<file path="config.mk">
export PLATFORM = sky130hd
export DESIGN_NAME = throw_turn_sched_flat
export DESIGN_NICKNAME = d
export VERILOG_FILES = /design/src/rtl/game_pkg.sv /design/src/rtl/throw_turn_sched_if.sv /design/src/rtl/wind_lfsr.sv /design/src/rtl/throw_turn_sched.sv /design/src/flat_wrapper.sv
export SDC_FILE = /design/constraint.sdc
export NUM_CORES = 1
export LEC_CHECK = 0
export ABC_AREA = 1
export CORE_MARGIN = 2
export CORE_UTILIZATION = 64
export CTS_CLUSTER_SIZE = 25
export DETAILED_ROUTE_END_ITERATION = 10
export PLACE_DENSITY = 0.95
export RECOVER_POWER = 25
export SYNTH_ARGS = -nofsm -noshare
export SYNTH_HDL_FRONTEND = slang
export SYNTH_SLANG_ARGS = --single-unit
</file>
<file path="constraint.sdc">
create_clock -name clk -period 6.12 [get_ports clk]
set_input_delay 1.53 -clock clk [delete_from_list [all_inputs] [get_ports clk]]
set_output_delay 1.53 -clock clk [all_outputs]
set_load 0.02 [all_outputs]
</file>
<file path="src/rtl/game_pkg.sv">
// Shared types and constants for the cat-vs-dog turn scheduler.
package game_pkg;

  typedef enum logic [2:0] {
    ST_IDLE,
    ST_TURN_WAIT,
    ST_CHARGE,
    ST_FLIGHT,
    ST_RESOLVE,
    ST_SWITCH,
    ST_OVER
  } sched_state_t;

  localparam int unsigned WIND_CALM = 50;
  localparam int unsigned WIND_MAX  = 100;
  localparam int unsigned FORCE_W   = 10;
  localparam int unsigned WIND_W    = 7;
  localparam int unsigned HP_W      = 3;

  localparam logic PLAYER_CAT = 1'b0;
  localparam logic PLAYER_DOG = 1'b1;

  // Folds 0..127 into 0..100; 101..127 land on 74..100.
  function automatic logic [WIND_W-1:0] wind_map(input logic [6:0] l);
    return (l > 7'(WIND_MAX)) ? l - 7'd27 : l;
  endfunction

endpackage

</file>
<file path="src/rtl/throw_turn_sched_if.sv">
// Scheduler <-> throw controller bundle: enables, force/wind and controller status.
interface throw_turn_sched_if;
  import game_pkg::*;

  logic                enable_cat;
  logic                enable_dog;
  logic [FORCE_W-1:0]  throw_force;
  logic [WIND_W-1:0]   wind_force;
  logic                throw_done_cat;
  logic                throw_done_dog;
  logic                hit_cat;
  logic                hit_dog;

  modport master (
    output enable_cat, enable_dog, throw_force, wind_force,
    input  throw_done_cat, throw_done_dog, hit_cat, hit_dog
  );

  modport slave (
    input  enable_cat, enable_dog, throw_force, wind_force,
    output throw_done_cat, throw_done_dog, hit_cat, hit_dog
  );

endinterface

</file>
<file path="src/rtl/wind_lfsr.sv">
// Free-running 8-bit Fibonacci LFSR (x^8+x^6+x^5+x^4+1); wind sampled on draw.
module wind_lfsr
  import game_pkg::*;
#(
  parameter logic [7:0] WIND_SEED = 8'hA5
) (
  input  logic              clk,
  input  logic              rst,
  input  logic              draw,
  output logic [WIND_W-1:0] wind_force
);

  logic [7:0] lfsr;
  logic       fb;

  assign fb = lfsr[7] ^ lfsr[5] ^ lfsr[4] ^ lfsr[3];

  always_ff @(posedge clk or posedge rst) begin
    if (rst) begin
      lfsr       <= WIND_SEED;
      wind_force <= WIND_W'(WIND_CALM);
    end else begin
      lfsr <= {lfsr[6:0], fb};
      if (draw) begin
        wind_force <= wind_map(lfsr[6:0]);
      end
    end
  end

endmodule

</file>
<file path="src/rtl/throw_turn_sched.sv">
// Turn scheduler: alternates cat/dog turns, charges throw force, routes the
// throw to one controller at a time and tracks hit points to game over.
module throw_turn_sched
  import game_pkg::*;
#(
  parameter int unsigned FORCE_MAX           = 1000,
  parameter int unsigned FORCE_STEP_CYCLES   = 65000,
  parameter int unsigned HP_INIT             = 3,
  parameter int unsigned TURN_TIMEOUT_CYCLES = 650000000,
  parameter logic [7:0]  WIND_SEED           = 8'hA5
) (
  input  logic            clk,
  input  logic            rst,
  input  logic            start,
  input  logic            btn_throw,
  throw_turn_sched_if.master ctl,
  output logic            turn,
  output logic [HP_W-1:0] hp_cat,
  output logic [HP_W-1:0] hp_dog,
  output logic            game_over,
  output logic            winner
);

  localparam int unsigned TO_W = (TURN_TIMEOUT_CYCLES > 1) ? $clog2(TURN_TIMEOUT_CYCLES) : 1;
  localparam int unsigned SW   = (FORCE_STEP_CYCLES > 1) ? $clog2(FORCE_STEP_CYCLES) : 1;

  localparam logic [TO_W-1:0]    TO_LAST   = TO_W'(TURN_TIMEOUT_CYCLES - 1);
  localparam logic [SW-1:0]      STEP_LAST = SW'(FORCE_STEP_CYCLES - 1);
  localparam logic [FORCE_W-1:0] F_MAX     = FORCE_W'(FORCE_MAX);
  localparam logic [HP_W-1:0]    HP_START  = HP_W'(HP_INIT);

  sched_state_t    state;
  logic            btn_prev;
  logic [TO_W-1:0] to_cnt;
  logic [SW-1:0]   step_cnt;
  logic            hit_flag;

  logic            btn_rise;
  logic            active_done;
  logic            active_hit;
  logic            new_game;
  logic            draw;
  logic [HP_W-1:0] opp_hp;
  logic [HP_W-1:0] opp_hp_next;

  assign btn_rise = btn_throw & ~btn_prev;

  always_comb begin
    active_done = (turn == PLAYER_DOG) ? ctl.throw_done_dog : ctl.throw_done_cat;
    active_hit  = (turn == PLAYER_DOG) ? ctl.hit_dog : ctl.hit_cat;
    opp_hp      = (turn == PLAYER_DOG) ? hp_cat : hp_dog;
    opp_hp_next = opp_hp;
    if (hit_flag && (opp_hp != '0)) begin
      opp_hp_next = opp_hp - HP_W'(1);
    end
    new_game = ((state == ST_IDLE) || (state == ST_OVER)) && start;
    // Wind is redrawn exactly on the edges that enter TURN_WAIT.
    draw     = new_game || ((state == ST_SWITCH) && !active_done);
  end

  wind_lfsr #(
    .WIND_SEED(WIND_SEED)
  ) u_wind (
    .clk        (clk),
    .rst        (rst),
    .draw       (draw),
    .wind_force (ctl.wind_force)
  );

  always_ff @(posedge clk or posedge rst) begin
    if (rst) begin
      state           <= ST_IDLE;
      ctl.enable_cat  <= 1'b0;
      ctl.enable_dog  <= 1'b0;
      ctl.throw_force <= '0;
      turn            <= PLAYER_CAT;
      hp_cat          <= HP_START;
      hp_dog          <= HP_START;
      game_over       <= 1'b0;
      winner          <= 1'b0;
      btn_prev        <= 1'b0;
      to_cnt          <= '0;
      step_cnt        <= '0;
      hit_flag        <= 1'b0;
    end else begin
      btn_prev <= btn_throw;
      case (state)
        ST_IDLE, ST_OVER: begin
          if (new_game) begin
            state     <= ST_TURN_WAIT;
            turn      <= PLAYER_CAT;
            hp_cat    <= HP_START;
            hp_dog    <= HP_START;
            game_over <= 1'b0;
            to_cnt    <= '0;
            hit_flag  <= 1'b0;
          end
        end

        ST_TURN_WAIT: begin
          if (btn_rise) begin
            state           <= ST_CHARGE;
            ctl.throw_force <= '0;
            to_cnt          <= '0;
            step_cnt        <= '0;
          end else if (to_cnt == TO_LAST) begin
            state  <= ST_SWITCH;
            to_cnt <= '0;
          end else begin
            to_cnt <= to_cnt + TO_W'(1);
          end
        end

        ST_CHARGE: begin
          if (!btn_throw) begin
            state    <= ST_FLIGHT;
            hit_flag <= 1'b0;
            if (turn == PLAYER_DOG) begin
              ctl.enable_dog <= 1'b1;
            end else begin
              ctl.enable_cat <= 1'b1;
            end
          end else if (step_cnt == STEP_LAST) begin
            step_cnt <= '0;
            if (ctl.throw_force < F_MAX) begin
              ctl.throw_force <= ctl.throw_force + FORCE_W'(1);
            end
          end else begin
            step_cnt <= step_cnt + SW'(1);
          end
        end

        ST_FLIGHT: begin
          // A hit arriving together with throw_done is still latched here.
          if (active_hit) begin
            hit_flag <= 1'b1;
          end
          if (active_done) begin
            state          <= ST_RESOLVE;
            ctl.enable_cat <= 1'b0;
            ctl.enable_dog <= 1'b0;
          end
        end

        ST_RESOLVE: begin
          hit_flag <= 1'b0;
          if (turn == PLAYER_DOG) begin
            hp_cat <= opp_hp_next;
          end else begin
            hp_dog <= opp_hp_next;
          end
          if (opp_hp_next == '0) begin
            state     <= ST_OVER;
            game_over <= 1'b1;
            winner    <= turn;
          end else begin
            state <= ST_SWITCH;
          end
        end

        ST_SWITCH: begin
          if (!active_done) begin
            state  <= ST_TURN_WAIT;
            turn   <= ~turn;
            to_cnt <= '0;
          end
        end

        default: state <= ST_IDLE;
      endcase
    end
  end

  enables_exclusive: assert property (@(posedge clk) disable iff (rst)
    !(ctl.enable_cat && ctl.enable_dog));

endmodule

</file>
<file path="src/flat_wrapper.sv">
// flat-port wrapper written by rule: the top's interface ports become plain ports
module throw_turn_sched_flat import game_pkg::*;
#(
  parameter int unsigned FORCE_MAX           = 1000,
  parameter int unsigned FORCE_STEP_CYCLES   = 65000,
  parameter int unsigned HP_INIT             = 3,
  parameter int unsigned TURN_TIMEOUT_CYCLES = 650000000,
  parameter logic [7:0]  WIND_SEED           = 8'hA5
)
  (clk, rst, start, btn_throw, turn, hp_cat, hp_dog, game_over, winner, ctl_enable_cat, ctl_enable_dog, ctl_throw_force, ctl_wind_force, ctl_throw_done_cat, ctl_throw_done_dog, ctl_hit_cat, ctl_hit_dog);
  throw_turn_sched_if ctl_i ();
  input  logic clk;
  input  logic rst;
  input  logic start;
  input  logic btn_throw;
  output logic turn;
  output logic [HP_W-1:0] hp_cat;
  output logic [HP_W-1:0] hp_dog;
  output logic game_over;
  output logic winner;
  output wire logic [$bits(ctl_i.enable_cat)-1:0] ctl_enable_cat;
  output wire logic [$bits(ctl_i.enable_dog)-1:0] ctl_enable_dog;
  output wire logic [$bits(ctl_i.throw_force)-1:0] ctl_throw_force;
  output wire logic [$bits(ctl_i.wind_force)-1:0] ctl_wind_force;
  input wire logic [$bits(ctl_i.throw_done_cat)-1:0] ctl_throw_done_cat;
  input wire logic [$bits(ctl_i.throw_done_dog)-1:0] ctl_throw_done_dog;
  input wire logic [$bits(ctl_i.hit_cat)-1:0] ctl_hit_cat;
  input wire logic [$bits(ctl_i.hit_dog)-1:0] ctl_hit_dog;
  assign ctl_enable_cat = ctl_i.enable_cat;
  assign ctl_enable_dog = ctl_i.enable_dog;
  assign ctl_throw_force = ctl_i.throw_force;
  assign ctl_wind_force = ctl_i.wind_force;
  assign ctl_i.throw_done_cat = ctl_throw_done_cat;
  assign ctl_i.throw_done_dog = ctl_throw_done_dog;
  assign ctl_i.hit_cat = ctl_hit_cat;
  assign ctl_i.hit_dog = ctl_hit_dog;
  throw_turn_sched #(.FORCE_MAX(FORCE_MAX), .FORCE_STEP_CYCLES(FORCE_STEP_CYCLES), .HP_INIT(HP_INIT), .TURN_TIMEOUT_CYCLES(TURN_TIMEOUT_CYCLES), .WIND_SEED(WIND_SEED)) u_core (.clk(clk), .rst(rst), .start(start), .btn_throw(btn_throw), .ctl(ctl_i), .turn(turn), .hp_cat(hp_cat), .hp_dog(hp_dog), .game_over(game_over), .winner(winner));
endmodule
</file>
==> impl_metrics.yaml <==
clock_network:
  clk_latency_ns: 0.37
  h-tree-depth: 3
  cts_hold_buf: 0
  clk_pin_slew_ns: 0.09
  cts_inserted_buffers: 9
  cts-root-buf: "clkbuf_8"
  post_cts_resize_count: 0
  clockBufferDepth: 2
  cts_tree: "yes"
  clock-sinks: 87
  cts_setup_buffers: 0
critical_path:
  worstPathArrival_ns: 3.93
  end_kind: "flop"
  critPathKind: "primary input to flop"
  critPathLaunchType: "primary input"
  worst-path-max-fanout: 23
  required_ns: 6.38
pwr:
  max-vdd-ir-drop_v: 0.000340
  p_leak_nw: 2.59
  powerDensity_nw_per_um2: 318
  p_total_mw: 1.81
route:
  first_pass_iters: 5
  drt-wirelength-per-cell_um: 14.7
  postRouteAntennaNets: 0
  drt_iter0_markers: 391
  routed_wirelength_um: 12700
  route.vias.total: 5098
  viasPerCell: 5.87
  drcViolationCount: 0
layout:
  layout-drive-gt1-share_pct: 6.00
  stdcell_area_um2: 5700
  final_util_pct: 73.8
  diodes: 0
  syn2layout_area_growth_pct: 11.6
  nets: 777
logic_synthesis:
  yosysMostFrequentCell: "nand2_1"
  async_reset_ff_share_pct: 100
  ys_ff_latch: 87
  yosysTopAreaCell: "dfrtp_1"
  synth_edf_count: 0
  synth.distinct_cells: 37
  netlist_area_um2: 5110
  syn-instance-count: 728
  synth_area_per_cell_um2: 7.02
  yosysSeqAreaShare_pct: 42.9
  ys_top_cells_by_area: "dfrtp_1 (37%), nand2_1 (16%), nor2_1 (8.4%)"
  ys.warnings.count: 0
  synth-main-ff-cell: "dfrtp_1"
  syn-num-nets: 743
  netlist.area_leader.share_pct: 37.2
  synth_commonest_cells: "nand2_1 (218), nor2_1 (114), inv_1 (81)"
die:
  die_w_um: 93.3
  dieArea_um2: 8710
  ios: 36
  die_height_um: 93.3
  core_area_um2: 7730
  initial_core_util_pct: 66.1
  rows: 32
global_routing:
  grt_pass1_wl_um: 21700
  first_global_vias: 4869
  grt_util_all_layers_pct: 30.9
  antenna_found_initial: 0
  grt_max_degree: 63
  grt-ovfl-total: 0
sta:
  min_period_ns: 3.66
  clock_skew_ns: 0.0146
  fin_crit_sh_pct: 59.9
  slew_viol_final: 0
  setup_viol: 0
  fmax_ghz: 0.273
  relSlewSlack_pct: 22.8
  hold_viol: 0
  grt_setup_unrepaired: "no"
  setup_tns_ns: 0
  worst_pin_slew_ns: 1.15
place:
  placed_area_um2: 5520
  place.gp.congestion: 0.913
  dp_hpwl_um: 8750
  portBuffers: 35
run_status:
  status: "finished clean"
run:
  cap_violations: 0
min_path:
  hp-class: "flop to flop"
flip-flops by register name, summed over array words and instances, names as in the netlist, 3 cells and up:
signal / flops
u_core.u_wind.lfsr: 8
u_core.ctl.throw_force: 10
u_core.hp_cat: 3
u_core.step_cnt: 16
u_core.state: 3
u_core.hp_dog: 3
u_core.u_wind.wind_force: 7
u_core.to_cnt: 30
power by group:
group          leakage [nW]  total, mW  internal (mW)  switching [mW]
clock network        0.0925      0.426          0.192           0.233
logic                  1.33      0.685          0.192           0.493
registers              1.16      0.700          0.644          0.0563
total                  2.59       1.81           1.03           0.783
layer usage:
layer	GRT usage (%)	part of all wire [%]	routed length, um
met1	39.4	40	5150
met2	51.3	49	6290
met3	4.27	6.7	849
met4	16.2	3.6	459
met5	0	0	0
final timing paths:
| check | start | end | slack [ns] | depth (start not counted) |
|---|---|---|---|---|
| worst min register to register | u_core.u_wind.lfsr[1]$_DFF_PP0_ | u_core.u_wind.lfsr[2]$_DFF_PP1_ | 0.43 | 0 |
| min in group asynchronous | rst | u_core.ctl.throw_force[8]$_DFFE_PP0P_ | 1.83 | 2 |
| max in group asynchronous | rst | u_core.turn$_DFFE_PP0P_ | 2.97 | 3 |
| worst max-delay path | ctl_throw_done_cat | u_core.to_cnt[7]$_DFFE_PP0P_ | 2.46 | 9 |
| worst min-delay path | u_core.u_wind.lfsr[1]$_DFF_PP0_ | u_core.u_wind.lfsr[2]$_DFF_PP1_ | 0.43 | 0 |
| worst max register to register | u_core.turn$_DFFE_PP0P_ | u_core.to_cnt[7]$_DFFE_PP0P_ | 3.35 | 9 |
layout make-up:
type,instances,area [um^2]
sequential,87,2190
inverter,85,320
timing repair buffer,36,358
clock inverter,7,78.8
tap,102,128
multi-input combinational,543,2500
fill,543,2030
clock buffer,9,124
cell usage in the layout (no fill, tap or decap), drive strengths merged, types with 4 or more instances in the layout:
master and instances:
nand2 222, nor2 119, inv 86, dfrtp 76
o21ai 55, nand3 52, clkdlybuf4s50 31, nand4 24
nor3 16, a21oi 12, dfstp 11, xor2 10
clkbuf 9, ha 7, or2 6, xnor2 5
dlygate4sd3 4, clkinvlp 4
cell families (layout without fill, tap and decap cells):
family | after synthesis | count (layout) | share of synthesized area, %
adder cells (fa/ha/maj) | 7 | 7 | 1.71
flip-flops | 87 | 87 | 42.9
AND/OR/NAND/NOR | 444 | 444 | 37.0
XOR/XNOR | 15 | 15 | 2.57
AO/OA/AOI/OAI | 77 | 77 | 8.08
buffers and inverters | 98 | 137 | 7.79
worst max-delay path, stage by stage:
cell and delay, ns:
dlygate4sd3_1 0.53, nand2_1 0.06, nand2_1 0.08, nand2_1 0.10, nand3_1 0.50, inv_2 0.54, nand2_2 0.30, inv_1 0.20
nor2_1 0.07
per-stage QoR:
step | worst slack [ns] | hold WS [ns] | std cells
after floorplan | 2.36 | 0.375 | 728
after global placement | 2.52 | 0.395 | 853
after detailed placement | 2.30 | 0.407 | 853
after CTS | 2.68 | 0.423 | 869
after global routing | 2.27 | 0.430 | 869
final | 2.46 | 0.433 | 869
Note: power is estimated with default switching activity, not from simulation.
==> variant 1: new RTL, config.mk and constraints unchanged <==
`FORCE_STEP_CYCLES` is set to 65000 in 2 places; all go to 32500.
--- a/src/rtl/throw_turn_sched.sv
+++ b/src/rtl/throw_turn_sched.sv
@@ -4,7 +4,7 @@
   import game_pkg::*;
 #(
   parameter int unsigned FORCE_MAX           = 1000,
-  parameter int unsigned FORCE_STEP_CYCLES   = 65000,
+  parameter int unsigned FORCE_STEP_CYCLES   = 32500,
   parameter int unsigned HP_INIT             = 3,
   parameter int unsigned TURN_TIMEOUT_CYCLES = 650000000,
   parameter logic [7:0]  WIND_SEED           = 8'hA5
--- a/src/flat_wrapper.sv
+++ b/src/flat_wrapper.sv
@@ -2,7 +2,7 @@
 module throw_turn_sched_flat import game_pkg::*;
 #(
   parameter int unsigned FORCE_MAX           = 1000,
-  parameter int unsigned FORCE_STEP_CYCLES   = 65000,
+  parameter int unsigned FORCE_STEP_CYCLES   = 32500,
   parameter int unsigned HP_INIT             = 3,
   parameter int unsigned TURN_TIMEOUT_CYCLES = 650000000,
   parameter logic [7:0]  WIND_SEED           = 8'hA5
Check against the original RTL: same outputs for any inputs over 10 cycles, from zero or initial values and one cycle with rst high; that may be too few to reach the edited logic, so the function may still have changed.
==> variant 1 against the unedited design <==
  * The run now ends with max-capacitance violations, max-slew violations left
  * Sequential cell count decreased by 1
  * Cell count is 1.5% lower
  * Cell area decreased by 0.24%
  * Count of clock-buffer cells in the layout grew 1
  * Via count decreased by 3.0%
  * Synthesized area is 1.1% lower
  * Worst setup slack better by 0.20 ns
  * Combinational power shrank 8.5%
  * Critical path depth is 1 higher
  * Wire length shrank 4.1%
  * Total power down 2.4%
  * Sequential share of layout area down 0.35 points
  * Critical path type unchanged
  * Critical endpoint is now u_core.ctl.throw_force[1]$_DFFE_PP0P_
==> variant 1: results (changes against the unedited design) <==
synthAdderAreaFrac_pct: 1.73  # +0.019 points
violations: "max-capacitance violations, max-slew violations"
dpl_cell_area_sq_um: 5460  # -1.0%
maxCapViolCount: 1  # +1
use_met1_pct: 38.2  # -1.2 points
syn_nets: 730  # -1.7%
seqCellArea_sq_um: 2170  # -1.1%
dr.pass1.iters: 7  # +2
dr_total_vias: 4943  # -3.0%
fill_cells: 534  # -1.7%
comb.multi_input.count: 531  # -2.2%
grt_pass1_wl_microns: 20900  # -3.4%
gr-usage-met3_pct: 5.78  # +1.5 points
cp_slowest_stage_delay_ns: 0.58  # +0.04 ns
die_w_microns: 92.9  # -0.53%
grt_pass1_vias: 4597  # -5.6%
timing.hold.ws_ns: 0.412  # -0.0207 ns
wl_met1_microns: 4940  # -4.0%
clock_skew_ns: 0.00786  # -0.00673 ns
combinationalPowerShare_pct: 35.5  # -2.3 points
clkCellAreaFrac_pct: 4.07  # +0.51 points
holdPathEnd: "u_core.u_wind.lfsr[7]$_DFF_PP1_"
wl_microns: 12200  # -4.1%
ys_ff_latch: 86  # -1.1%
reg2reg_slack_ns: 3.38  # +0.03 ns
dp_hpwl_microns: 8590  # -1.8%
grt_usage_pct: 30.4  # -0.47 points
muxShareOfSynthArea_pct: 0.198  # +0.20 points
max_slew.worst_pin.slew_ns: 1.77  # +0.618 ns
drive_above_1_share_pct: 6.50  # +0.50 points
slew_viol_final: 42  # +42
ff2ff_path_depth: 10  # +1
route.met2.wl_microns: 5960  # -5.2%
synth_cell_types: 39  # +5.4%
largestRegisters: "u_core.to_cnt (30), u_core.step_cnt (15), u_core.ctl.throw_force (10)"
crit_end: "u_core.ctl.throw_force[1]$_DFFE_PP0P_"
outcome: "finished with violations"
drt-initial-drc-count: 589  # +51%
synth_xor_area_share_pct: 3.29  # +0.72 points
synthTopCellsByArea: "dfrtp_1 (37%), nand2_1 (16%), nor2_1 (8.6%), inv_1 (5.9%), dfstp_2 (5.7%)"
worstPathMaxFanout: 20  # -13%
cp-startpoint: "btn_throw"
intPower_mw: 1.03  # -0.23%
## variant 1: changes by cell type in the layout (fill, tap and decap cells not counted), sizes merged, moves of 2 or more
| cell | delta |
|---|---|
| clkdlybuf4s50 | +2 |
| nor3 | -6 |
| xor2 | +4 |
| inv | -2 |
| dlygate4sd3 | -2 |
| clkinv | +2 |
| clkinvlp | -2 |
| nor2 | +3 |
| a31oi | +3 |
| o21ai | -9 |
| nand4 | -9 |
| nand3b | -2 |
## variant 1: stage by stage
stage               worst slack (ns)  std cells
detailed placement              2.38        840
global placement                2.50        840
floorplan                       2.39        715
global route                    2.39        856
CTS                             2.76        856
finish                          2.66        856
## variant 1: critical path: cells and delay by family
| kind | cells | cell delay, ns |
|---|---|---|
| simple gates | 6 | 1.30 |
| buf+inv | 3 | 0.75 |
| compound gates | 1 | 0.10 |
==> variant 2: new RTL, config.mk and constraints unchanged <==
Made on the original files. Put one more register stage on the output `hp_dog`, with the module's reset. The value now appears one clock later. The other outputs are not delayed to match.
--- a/src/rtl/throw_turn_sched.sv
+++ b/src/rtl/throw_turn_sched.sv
@@ -29,6 +29,8 @@
   localparam logic [FORCE_W-1:0] F_MAX     = FORCE_W'(FORCE_MAX);
   localparam logic [HP_W-1:0]    HP_START  = HP_W'(HP_INIT);
 
+  logic [HP_W-1:0] hp_dog_s0;
+
   sched_state_t    state;
   logic            btn_prev;
   logic [TO_W-1:0] to_cnt;
@@ -48,7 +50,7 @@
   always_comb begin
     active_done = (turn == PLAYER_DOG) ? ctl.throw_done_dog : ctl.throw_done_cat;
     active_hit  = (turn == PLAYER_DOG) ? ctl.hit_dog : ctl.hit_cat;
-    opp_hp      = (turn == PLAYER_DOG) ? hp_cat : hp_dog;
+    opp_hp      = (turn == PLAYER_DOG) ? hp_cat : hp_dog_s0;
     opp_hp_next = opp_hp;
     if (hit_flag && (opp_hp != '0)) begin
       opp_hp_next = opp_hp - HP_W'(1);
@@ -75,7 +77,7 @@
       ctl.throw_force <= '0;
       turn            <= PLAYER_CAT;
       hp_cat          <= HP_START;
-      hp_dog          <= HP_START;
+      hp_dog_s0       <= HP_START;
       game_over       <= 1'b0;
       winner          <= 1'b0;
       btn_prev        <= 1'b0;
@@ -90,7 +92,7 @@
             state     <= ST_TURN_WAIT;
             turn      <= PLAYER_CAT;
             hp_cat    <= HP_START;
-            hp_dog    <= HP_START;
+            hp_dog_s0 <= HP_START;
             game_over <= 1'b0;
             to_cnt    <= '0;
             hit_flag  <= 1'b0;
@@ -147,7 +149,7 @@
           if (turn == PLAYER_DOG) begin
             hp_cat <= opp_hp_next;
           end else begin
-            hp_dog <= opp_hp_next;
+            hp_dog_s0 <= opp_hp_next;
           end
           if (opp_hp_next == '0) begin
             state     <= ST_OVER;
@@ -174,5 +176,13 @@
   enables_exclusive: assert property (@(posedge clk) disable iff (rst)
     !(ctl.enable_cat && ctl.enable_dog));
 
+  always_ff @(posedge clk or posedge rst) begin
+    if (rst) begin
+      hp_dog <= '0;
+    end else begin
+      hp_dog <= hp_dog_s0;
+    end
+  end
+
 endmodule
 
Behaviour: not the same (a bounded check fails within 4 cycles, from zero or initial values and one cycle with rst high).
==> variant 2 against the unedited design <==
  * The run now ends with max-capacitance violations, max-slew violations left
  * Critical path depth shrank 6
  * Clock skew shrank 0.0011 ns
  * Sequential cell count grew 3
  * Cell count grew 4.6%
  * Synthesized area grew 5.2%
  * Total power grew 11%
  * Wire length grew 5.4%
  * Clock power grew 9.6%
  * Core utilization shrank 0.49 points
  * Cell area grew 5.1%
  * Worst setup slack gained 0.034 ns
  * Via count grew 3.2%
  * Register-to-register slack gained 0.14 ns
  * Largest cell class unchanged
==> variant 2: results (changes against the unedited design) <==
outcome: "finished with violations"
violations: "max-capacitance violations, max-slew violations"
gr-usage-met3_pct: 5.30  # +1.0 points
maxCapViolCount: 1  # +1
reg2reg_slack_ns: 3.49  # +0.14 ns
cp_slowest_stage_delay_ns: 1.40  # +0.86 ns
maxSlewHeadroom_pct: -64.1  # -87 points
reg2reg_to: "u_core.ctl.throw_force[6]$_DFFE_PP0P_"
drt-initial-drc-count: 534  # +37%
critPathSlowestCell: "clkinvlp_2"
crit_end: "u_core.u_wind.wind_force[1]$_DFFE_PP1P_"
fill_cells: 576  # +6.1%
worstHoldStart: "u_core.hp_dog_s0[2]$_DFFE_PP0P_"
slew_viol_final: 57  # +57
p_leak_nw: 2.70  # +4.6%
dp_hpwl_microns: 9610  # +9.8%
drt-vias-per-instance: 5.79  # -1.3%
syn_nets: 779  # +4.8%
wl_microns: 13400  # +5.4%
worstPathMaxFanout: 56  # +140%
use_met1_pct: 41.0  # +1.6 points
synth_cell_types: 40  # +8.1%
fin_nets: 814  # +4.8%
grt_max_degree: 57  # -9.5%
grt_pass1_vias: 4863  # -0.12%
cp-startpoint: "rst"
synth_commonest_cells: "nand2_1 (230), nor2_1 (119), inv_1 (86)"
worstReg2RegStart: "u_core.state[1]$_DFFE_PP0P_"
peakVddDrop_mv: 0.360  # +5.8%
yosysSeqAreaShare_pct: 42.2  # -0.71 points
met2_usage_pct: 53.0  # +1.7 points
pre_cts_slack_ns: 2.41  # +0.111 ns
dr.pass1.iters: 7  # +2
-- variant 2: cell count changes after synthesis, sizes merged, moves of 5 or more --
cell   before  now
nor2      119  130
nor3       16   11
nand2     222  243
a21oi      12   17
inv        85   92
nand3      52   61
nand4      24   13
-- variant 2: metal layers --
layer / vias up / share of wire (%) / wire, microns
li1: 2488 / - / -
met1: 2451 / 41 / 5470
met2: 280 / 50 / 6670
met3: 43 / 7.1 / 956
met4: 0 / 2.5 / 335
met5: - / 0 / 0
-- variant 2: worst register-to-register path: cells and delay by family, from the launching register on --
family                 cells  cell delay, ns
and+or+nand+nor            6            1.77
DFF                        1            0.49
AOI/OAI and AO/OA          1            0.11
buffers and inverters      1            0.13
-- variant 2: through the flow --
stage	cells	power (mW)	hold WS, ns	area (sq um)	utilization (%)
floorplan	764	1.36	0.354	5370	-
global placement	893	1.48	0.374	5770	70.6
detailed placement	893	1.51	0.380	5770	70.6
CTS	909	1.99	0.400	5990	73.3
global route	909	2.12	0.405	5990	73.3
finish	909	2.00	0.398	5990	73.3
-- variant 2: power by group --
part,switching (mW),internal [mW]
clock,0.232,0.235
sequential,0.0806,0.674
combinational,0.559,0.222
-- variant 2: area by class of cell --
class                   instances  share of cell area (%)
multi-input cells             570                    44.5
flip-flops and latches         90                    37.8
repair buffers                 36                    5.97
inverters                      92                    5.78
well taps                     105                    2.19
clock buffers                  10                    2.13
clock inverters                 6                    1.61
-- variant 2: cells by family after synthesis --
group	count (synthesis)	share of synthesized area (%)
xor+xnor	12	1.96
fa+ha+maj	7	1.63
flops	90	42.2
simple gates	468	37.9
buf+inv	104	8.15
mux	1	0.186
compound gates	82	7.96
